## config.mk

```make
export PLATFORM = sky130hd
export DESIGN_NAME = task_dispatcher
export DESIGN_NICKNAME = d
export VERILOG_FILES = /design/src/rtl/chimera_dispatch_pkg.sv /design/src/rtl/rr_arbiter.sv /design/src/rtl/task_dispatcher.sv
export SDC_FILE = /design/constraint.sdc
export NUM_CORES = 1
export LEC_CHECK = 0
export CAP_MARGIN = 20
export CORE_ASPECT_RATIO = 1.2
export CORE_MARGIN = 5
export CORE_UTILIZATION = 30
export CTS_CLUSTER_SIZE = 12
export DETAILED_ROUTE_END_ITERATION = 8
export GPL_ROUTABILITY_DRIVEN = 0
export PLACE_DENSITY_LB_ADDON = 0.15
export SYNTH_ARGS = -nofsm -noshare
export SYNTH_HDL_FRONTEND = slang
export SYNTH_SLANG_ARGS = --single-unit
export TNS_END_PERCENT = 30
```

## constraint.sdc

```tcl
create_clock -name clk -period 7.1 [get_ports clk]
set_input_delay 1.42 -clock clk [delete_from_list [all_inputs] [get_ports clk]]
set_output_delay 1.42 -clock clk [all_outputs]
set_load 0.05 [all_outputs]
```

## src/rtl/chimera_dispatch_pkg.sv

```systemverilog
`default_nettype none
// ============================================================================
//  Module      : chimera_dispatch_pkg
//  Description : Shared constants and types for the task dispatcher and its
//                round-robin arbiter. Defines the task word width, the PE
//                count, the PE index width and the default watchdog sizing.
//  Revision    : 1.0 - initial release
// ============================================================================
package chimera_dispatch_pkg;

    localparam int TASK_SIZE       = 144;
    localparam int NUM_PE          = 4;
    localparam int PE_ID_W         = $clog2(NUM_PE);
    localparam int DEFAULT_TIMEOUT = 4096;
    localparam int WD_W            = $clog2(DEFAULT_TIMEOUT + 1);

    typedef logic [TASK_SIZE-1:0] task_t;
    typedef logic [NUM_PE-1:0]    pe_mask_t;

endpackage
`default_nettype wire

```

## src/rtl/rr_arbiter.sv

```systemverilog
`default_nettype none
// ============================================================================
//  Module      : rr_arbiter
//  Description : Combinational round-robin picker. Grants the first set bit
//                of req at or after ptr, wrapping modulo NUM_PE.
//  Ports       : req      - request mask
//                ptr      - search start index (always < NUM_PE)
//                grant    - one-hot grant
//                grant_id - index of the granted bit
//                any      - high when req is non-zero
//  Revision    : 1.0 - initial release
// ============================================================================
module rr_arbiter
    import chimera_dispatch_pkg::*;
(
    input  pe_mask_t           req,
    input  logic [PE_ID_W-1:0] ptr,
    output pe_mask_t           grant,
    output logic [PE_ID_W-1:0] grant_id,
    output logic               any
);

    // One extra bit so ptr + offset cannot overflow before the wrap.
    logic [PE_ID_W:0]   sum;
    logic [PE_ID_W-1:0] idx;

    always_comb begin
        grant    = '0;
        grant_id = '0;
        any      = 1'b0;
        sum      = '0;
        idx      = '0;
        for (int off = 0; off < NUM_PE; off++) begin
            sum = {1'b0, ptr} + (PE_ID_W + 1)'(off);
            if (sum >= (PE_ID_W + 1)'(NUM_PE)) begin
                sum = sum - (PE_ID_W + 1)'(NUM_PE);
            end
            idx = sum[PE_ID_W-1:0];
            if (!any && req[idx]) begin
                grant[idx] = 1'b1;
                grant_id   = idx;
                any        = 1'b1;
            end
        end
    end

endmodule
`default_nettype wire

```

## src/rtl/task_dispatcher.sv

```systemverilog
`default_nettype none
// ============================================================================
//  Module      : task_dispatcher
//  Description : Dispatches tasks from the input buffer onto NUM_PE
//                processing elements, round-robin over free PEs. Tracks
//                per-PE busy state from done pulses and frees hung PEs with
//                a per-PE watchdog (TIMEOUT = 0 disables it).
//  Ports       : clk, rstn          - clock, async active-low reset
//                cfg_enable         - allow requesting new tasks
//                buf_valid/buf_data - task strobe and word from the buffer
//                buf_ready          - registered request to the buffer
//                pe_valid/pe_data   - one-hot dispatch strobe, shared bus
//                pe_done            - per-PE completion pulses
//                busy_mask          - per-PE busy state
//                dispatch_cnt       - dispatched tasks (wraps)
//                drop_cnt           - dropped tasks (saturates)
//                err_spurious       - sticky: done from an idle PE
//                timeout_flag       - sticky per-PE watchdog expiry
//  Revision    : 1.0 - initial release
// ============================================================================
module task_dispatcher
    import chimera_dispatch_pkg::*;
#(
    parameter int TIMEOUT = DEFAULT_TIMEOUT
) (
    input  logic                 clk,
    input  logic                 rstn,
    input  logic                 cfg_enable,
    input  logic                 buf_valid,
    input  logic [TASK_SIZE-1:0] buf_data,
    output logic                 buf_ready,
    output logic [NUM_PE-1:0]    pe_valid,
    output logic [TASK_SIZE-1:0] pe_data,
    input  logic [NUM_PE-1:0]    pe_done,
    output logic [NUM_PE-1:0]    busy_mask,
    output logic [31:0]          dispatch_cnt,
    output logic [15:0]          drop_cnt,
    output logic                 err_spurious,
    output logic [NUM_PE-1:0]    timeout_flag
);

    localparam int CNT_W = (TIMEOUT > 0) ? $clog2(TIMEOUT + 1) : 1;
    localparam logic [CNT_W-1:0] C_WD_LAST = (TIMEOUT > 0) ? CNT_W'(TIMEOUT - 1) : '0;

    pe_mask_t           busy_q, busy_d;
    pe_mask_t           pe_valid_q, pe_valid_d;
    pe_mask_t           timeout_q, timeout_d;
    task_t              pe_data_q, pe_data_d;
    logic [PE_ID_W-1:0] rr_ptr_q, rr_ptr_d;
    logic [31:0]        disp_q, disp_d;
    logic [15:0]        drop_q, drop_d;
    logic               buf_ready_q, buf_ready_d;
    logic               err_q, err_d;

    pe_mask_t           free;
    pe_mask_t           grant;
    pe_mask_t           timeout_hit;
    logic [PE_ID_W-1:0] grant_id;
    logic               any_free;
    logic               dispatch;

    // A PE signalling done this cycle may take the next task immediately.
    assign free     = ~busy_q | pe_done;
    assign dispatch = buf_valid & any_free;

    rr_arbiter u_arb (
        .req      (free),
        .ptr      (rr_ptr_q),
        .grant    (grant),
        .grant_id (grant_id),
        .any      (any_free)
    );

    generate
        for (genvar i = 0; i < NUM_PE; i++) begin : g_pe
            if (TIMEOUT > 0) begin : g_wd
                logic [CNT_W-1:0] wd_q, wd_d;

                // Counts busy cycles; it stops at TIMEOUT because busy is
                // cleared on the same edge, so it never wraps.
                always_comb begin
                    wd_d = wd_q;
                    if (dispatch && grant[i]) begin
                        wd_d = '0;
                    end else if (busy_q[i]) begin
                        wd_d = wd_q + CNT_W'(1);
                    end
                end

                always_ff @(posedge clk or negedge rstn) begin
                    if (!rstn) begin
                        wd_q <= '0;
                    end else begin
                        wd_q <= wd_d;
                    end
                end

                // A done pulse in the final cycle wins over the watchdog.
                assign timeout_hit[i] = busy_q[i] & ~pe_done[i] & (wd_q == C_WD_LAST);
            end else begin : g_no_wd
                assign timeout_hit[i] = 1'b0;
            end
        end
    endgenerate

    always_comb begin
        busy_d      = (busy_q & ~pe_done & ~timeout_hit) | (dispatch ? grant : '0);
        err_d       = err_q | (|(pe_done & ~busy_q));
        timeout_d   = timeout_q | timeout_hit;
        pe_valid_d  = dispatch ? grant : '0;
        pe_data_d   = dispatch ? buf_data : pe_data_q;
        rr_ptr_d    = rr_ptr_q;
        disp_d      = disp_q;
        drop_d      = drop_q;
        if (dispatch) begin
            rr_ptr_d = (grant_id == PE_ID_W'(NUM_PE - 1)) ? '0 : grant_id + PE_ID_W'(1);
            disp_d   = disp_q + 32'd1;
        end else if (buf_valid && (drop_q != 16'hFFFF)) begin
            drop_d = drop_q + 16'd1;
        end
        // Based on post-update busy so ready drops right after the last PE
        // is claimed and the buffer cannot overcommit.
        buf_ready_d = cfg_enable & (busy_d != '1);
    end

    always_ff @(posedge clk or negedge rstn) begin
        if (!rstn) begin
            busy_q      <= '0;
            pe_valid_q  <= '0;
            timeout_q   <= '0;
            pe_data_q   <= '0;
            rr_ptr_q    <= '0;
            disp_q      <= '0;
            drop_q      <= '0;
            buf_ready_q <= 1'b0;
            err_q       <= 1'b0;
        end else begin
            busy_q      <= busy_d;
            pe_valid_q  <= pe_valid_d;
            timeout_q   <= timeout_d;
            pe_data_q   <= pe_data_d;
            rr_ptr_q    <= rr_ptr_d;
            disp_q      <= disp_d;
            drop_q      <= drop_d;
            buf_ready_q <= buf_ready_d;
            err_q       <= err_d;
        end
    end

    assign buf_ready    = buf_ready_q;
    assign pe_valid     = pe_valid_q;
    assign pe_data      = pe_data_q;
    assign busy_mask    = busy_q;
    assign dispatch_cnt = disp_q;
    assign drop_cnt     = drop_q;
    assign err_spurious = err_q;
    assign timeout_flag = timeout_q;

endmodule
`default_nettype wire

```

==> run metrics <==
pre-CTS setup slack 2.88 ns; Hold Path Class flop to flop; row count 78; GRT overflow 0; antenna diode count 0; pwr/cell area 279 nW/um^2; WP data required 7.58 ns; chip width 187 um; ratio of cells with drive above 1 in the final layout 4.92%; fin. max-slew vios 0; Leakage 7.53 nW; Mapped Nets 1347; asr flop ratio synth 100%; RSZ-0062 raised after global routing no; Post-CTS Hold Fix Bufs 0; DRT Pass-1 Iters 5; fmax 279 MHz; number of port buffers 357; area grow syn2layout 43.4%; clk root buf clkbuf_16; post-CTS resize count 0; number of setup buffers added after CTS 0; global route hottest layer met2; first-pass GRT wire length 55400 um; NumNets Final 1694; fin crit share 50.4%; fin crit period 3.58 ns; EDFF count, synth 0; final setup fails 0; distinct cell type count of the synthesized netlist 64; syn_area_per_cell 9.57 sq um; clock sink count 260; via density per instance 4.54; Setup CP Type input pin to flop; Synth Instances 1181; CTS tree built; dpl hpwl 24700 um; CTS H-tree depth 1; Initial Utilization 30.1%; post-route DRC violation count 0; die height 223 um; Clk Latency, worst-skew pair 0.55 ns; Crit Path Max Fanout 46; Synth top area share 57.5%; Layout Skew 0.00803 ns; Worst setup EP type flop; CP Launch Type input pin; # fillers 3666; top post-synthesis cells by area dfrtp_1 58%, nand2_1 16%, xnor2_1 3.9%; WL final 34900 um; Reg2Reg Setup Slack 3.82 ns; sequential fraction of the synthesis area 57.5%; CTS buffer count 30; Worst EP arrival 4.06 ns; CTS clock-pin slew for the worst setup and hold paths 0.06 ns; vias in the first global route 9544; CTS max path bufs 3; IO Pins 358; wire length per cell 17.3 um; status finished, final reports clean; Total GRT Usage 16.4%; Cell Area, Synth 11300 sq um; worst slew pin tran 0.853 ns; setup TNS 0 ns; global routing met1 resource utilization 20.0%; Hold Vio Cnt, Final 0; Routed Antenna Nets 0; setup ws final 3.52 ns; die area 41700 sq um; max-capacitance violation count 0; register bit total from synthesis 260; Max VDD drop 0.171 mV; Slew HR 43.1%; met3 usage 8.44%; Post-synth top flop dfrtp_1; core area 37600 sq um; antenna violations before repair 9; largest net degree at the start of global routing 138; Synth area leader dfrtp_1; vias 9195; 1st-iter DRT viols 369; count of warnings emitted by yosys 0; GR met2 Demand/Resource 26.0%
==> logic make-up (layout without fill, tap and decap cells) <==
kind of cell               count (synthesis)  in the layout  synth area share [%]
AOI/OAI and AO/OA                         33             33                  2.56
xor gates and xnor gates                  95             95                  7.43
adders and majority gates                 14             14                  1.55
buffers and inverters                     64            427                  2.68
DFF                                      260            260                  57.5
muxes                                      9              9                  1.14
and+or+nand+nor                          706            706                  27.1
==> registers in the layout (all words and copies together), names as in the netlist, named ones only <==
| register | count |
|---|---|
| rr_ptr_q | 1 |
| timeout_flag | 4 |
| pe_valid | 4 |
| pe_data | 144 |
| buf_ready | 1 |
| g_pe.g_wd.wd_q | 52 |
| err_spurious | 1 |
| busy_mask | 4 |
| drop_cnt | 16 |
| dispatch_cnt | 32 |
==> critical path, cell delays in order <==
cell and delay (ns):
clkdlybuf4s50_1 0.55, nand4bb_2 0.39, o21a_4 0.46, buf_4 0.37
a32oi_1 0.34, nand3_2 0.32, nor2_1 0.20
==> placed cells by master, fill, tap and decap left out, drive strengths merged, types with 14 or more instances in the layout <==
cell type,synthesis,routed
nand3,35,35
nor3,15,15
ha,14,14
xnor2,51,51
nor2,91,91
dfrtp,260,260
clkdlybuf4s50,0,356
clkbuf,28,48
inv,16,16
nand4,31,31
nand2,481,481
xor2,44,44
==> metal layers <==
| layer | up-vias | part of all wire (%) |
|---|---|---|
| li1 | 4468 | - |
| met1 | 4328 | 40 |
| met2 | 321 | 45 |
| met3 | 60 | 12 |
| met4 | 18 | 1.9 |
| met5 | - | 0.36 |
==> power by group <==
part	leakage (nW)	switching, mW	internal [mW]	total (mW)
registers	3.30	0.190	1.65	1.84
logic	3.80	0.808	0.458	1.27
clock network	0.429	0.597	0.831	1.43
total	7.53	1.59	2.94	4.53
==> area by class of cell <==
type	count	area, sq um	share of cell area, %
multi-input cells	857	4520	27.9
flip-flops and latches	260	6510	40.1
clock buffers	47	876	5.40
well taps	480	601	3.71
inverters	16	60.1	0.371
repair buffers	363	3650	22.5
clock inverters	1	5.00	0.0309
==> per-stage QoR <==
| step | utilization (%) | hold slack (ns) | power (mW) | area (sq um) | cells |
|---|---|---|---|---|---|
| floorplan | - | 0.497 | 2.66 | 11300 | 1181 |
| global placement | 40.8 | 0.453 | 3.13 | 15300 | 1975 |
| detailed placement | 40.8 | 0.447 | 3.14 | 15300 | 1975 |
| CTS | 43.1 | 0.464 | 4.61 | 16200 | 2023 |
| global route | 43.1 | 0.488 | 4.78 | 16200 | 2024 |
| finish | 43.1 | 0.463 | 4.53 | 16200 | 2024 |
==> synthesized netlist by cell type, drive strengths merged, types with 3 or more instances <==
cell type  number
and4            7
ha             14
buf            20
nand3          35
inv            16
o211ai          5
mux4            3
nand2b          7
or2             3
nor2           91
a31oi           3
nor2b           6
and3            8
nor4b           3
dfrtp         260
nand2         481
a21oi           3
a21o            3
mux2i           5
and2            4
xor2           44
a32oi           4
clkbuf         28
a221oi          3
xnor2          51
nor3           15
or3             4
nor4            3
nand4          31
o21ai           3
==> worst paths after layout <==
check,startpoint,endpoint,cells past startpoint
max,pe_done[0],g_pe[3].g_wd.wd_q[8]$_DFFE_PN0P_,7
min,timeout_flag[0]$_DFF_PN0_,timeout_flag[0]$_DFF_PN0_,1
max reg2reg,flop,g_pe[1].g_wd.wd_q[10]$_DFFE_PN0P_,8
min reg2reg,timeout_flag[0]$_DFF_PN0_,timeout_flag[0]$_DFF_PN0_,1
max in group asynchronous,rstn,pe_data[8]$_DFFE_PN0N_,2
min in group asynchronous,rstn,pe_data[126]$_DFFE_PN0N_,1
(Power assumes the default switching activity.)
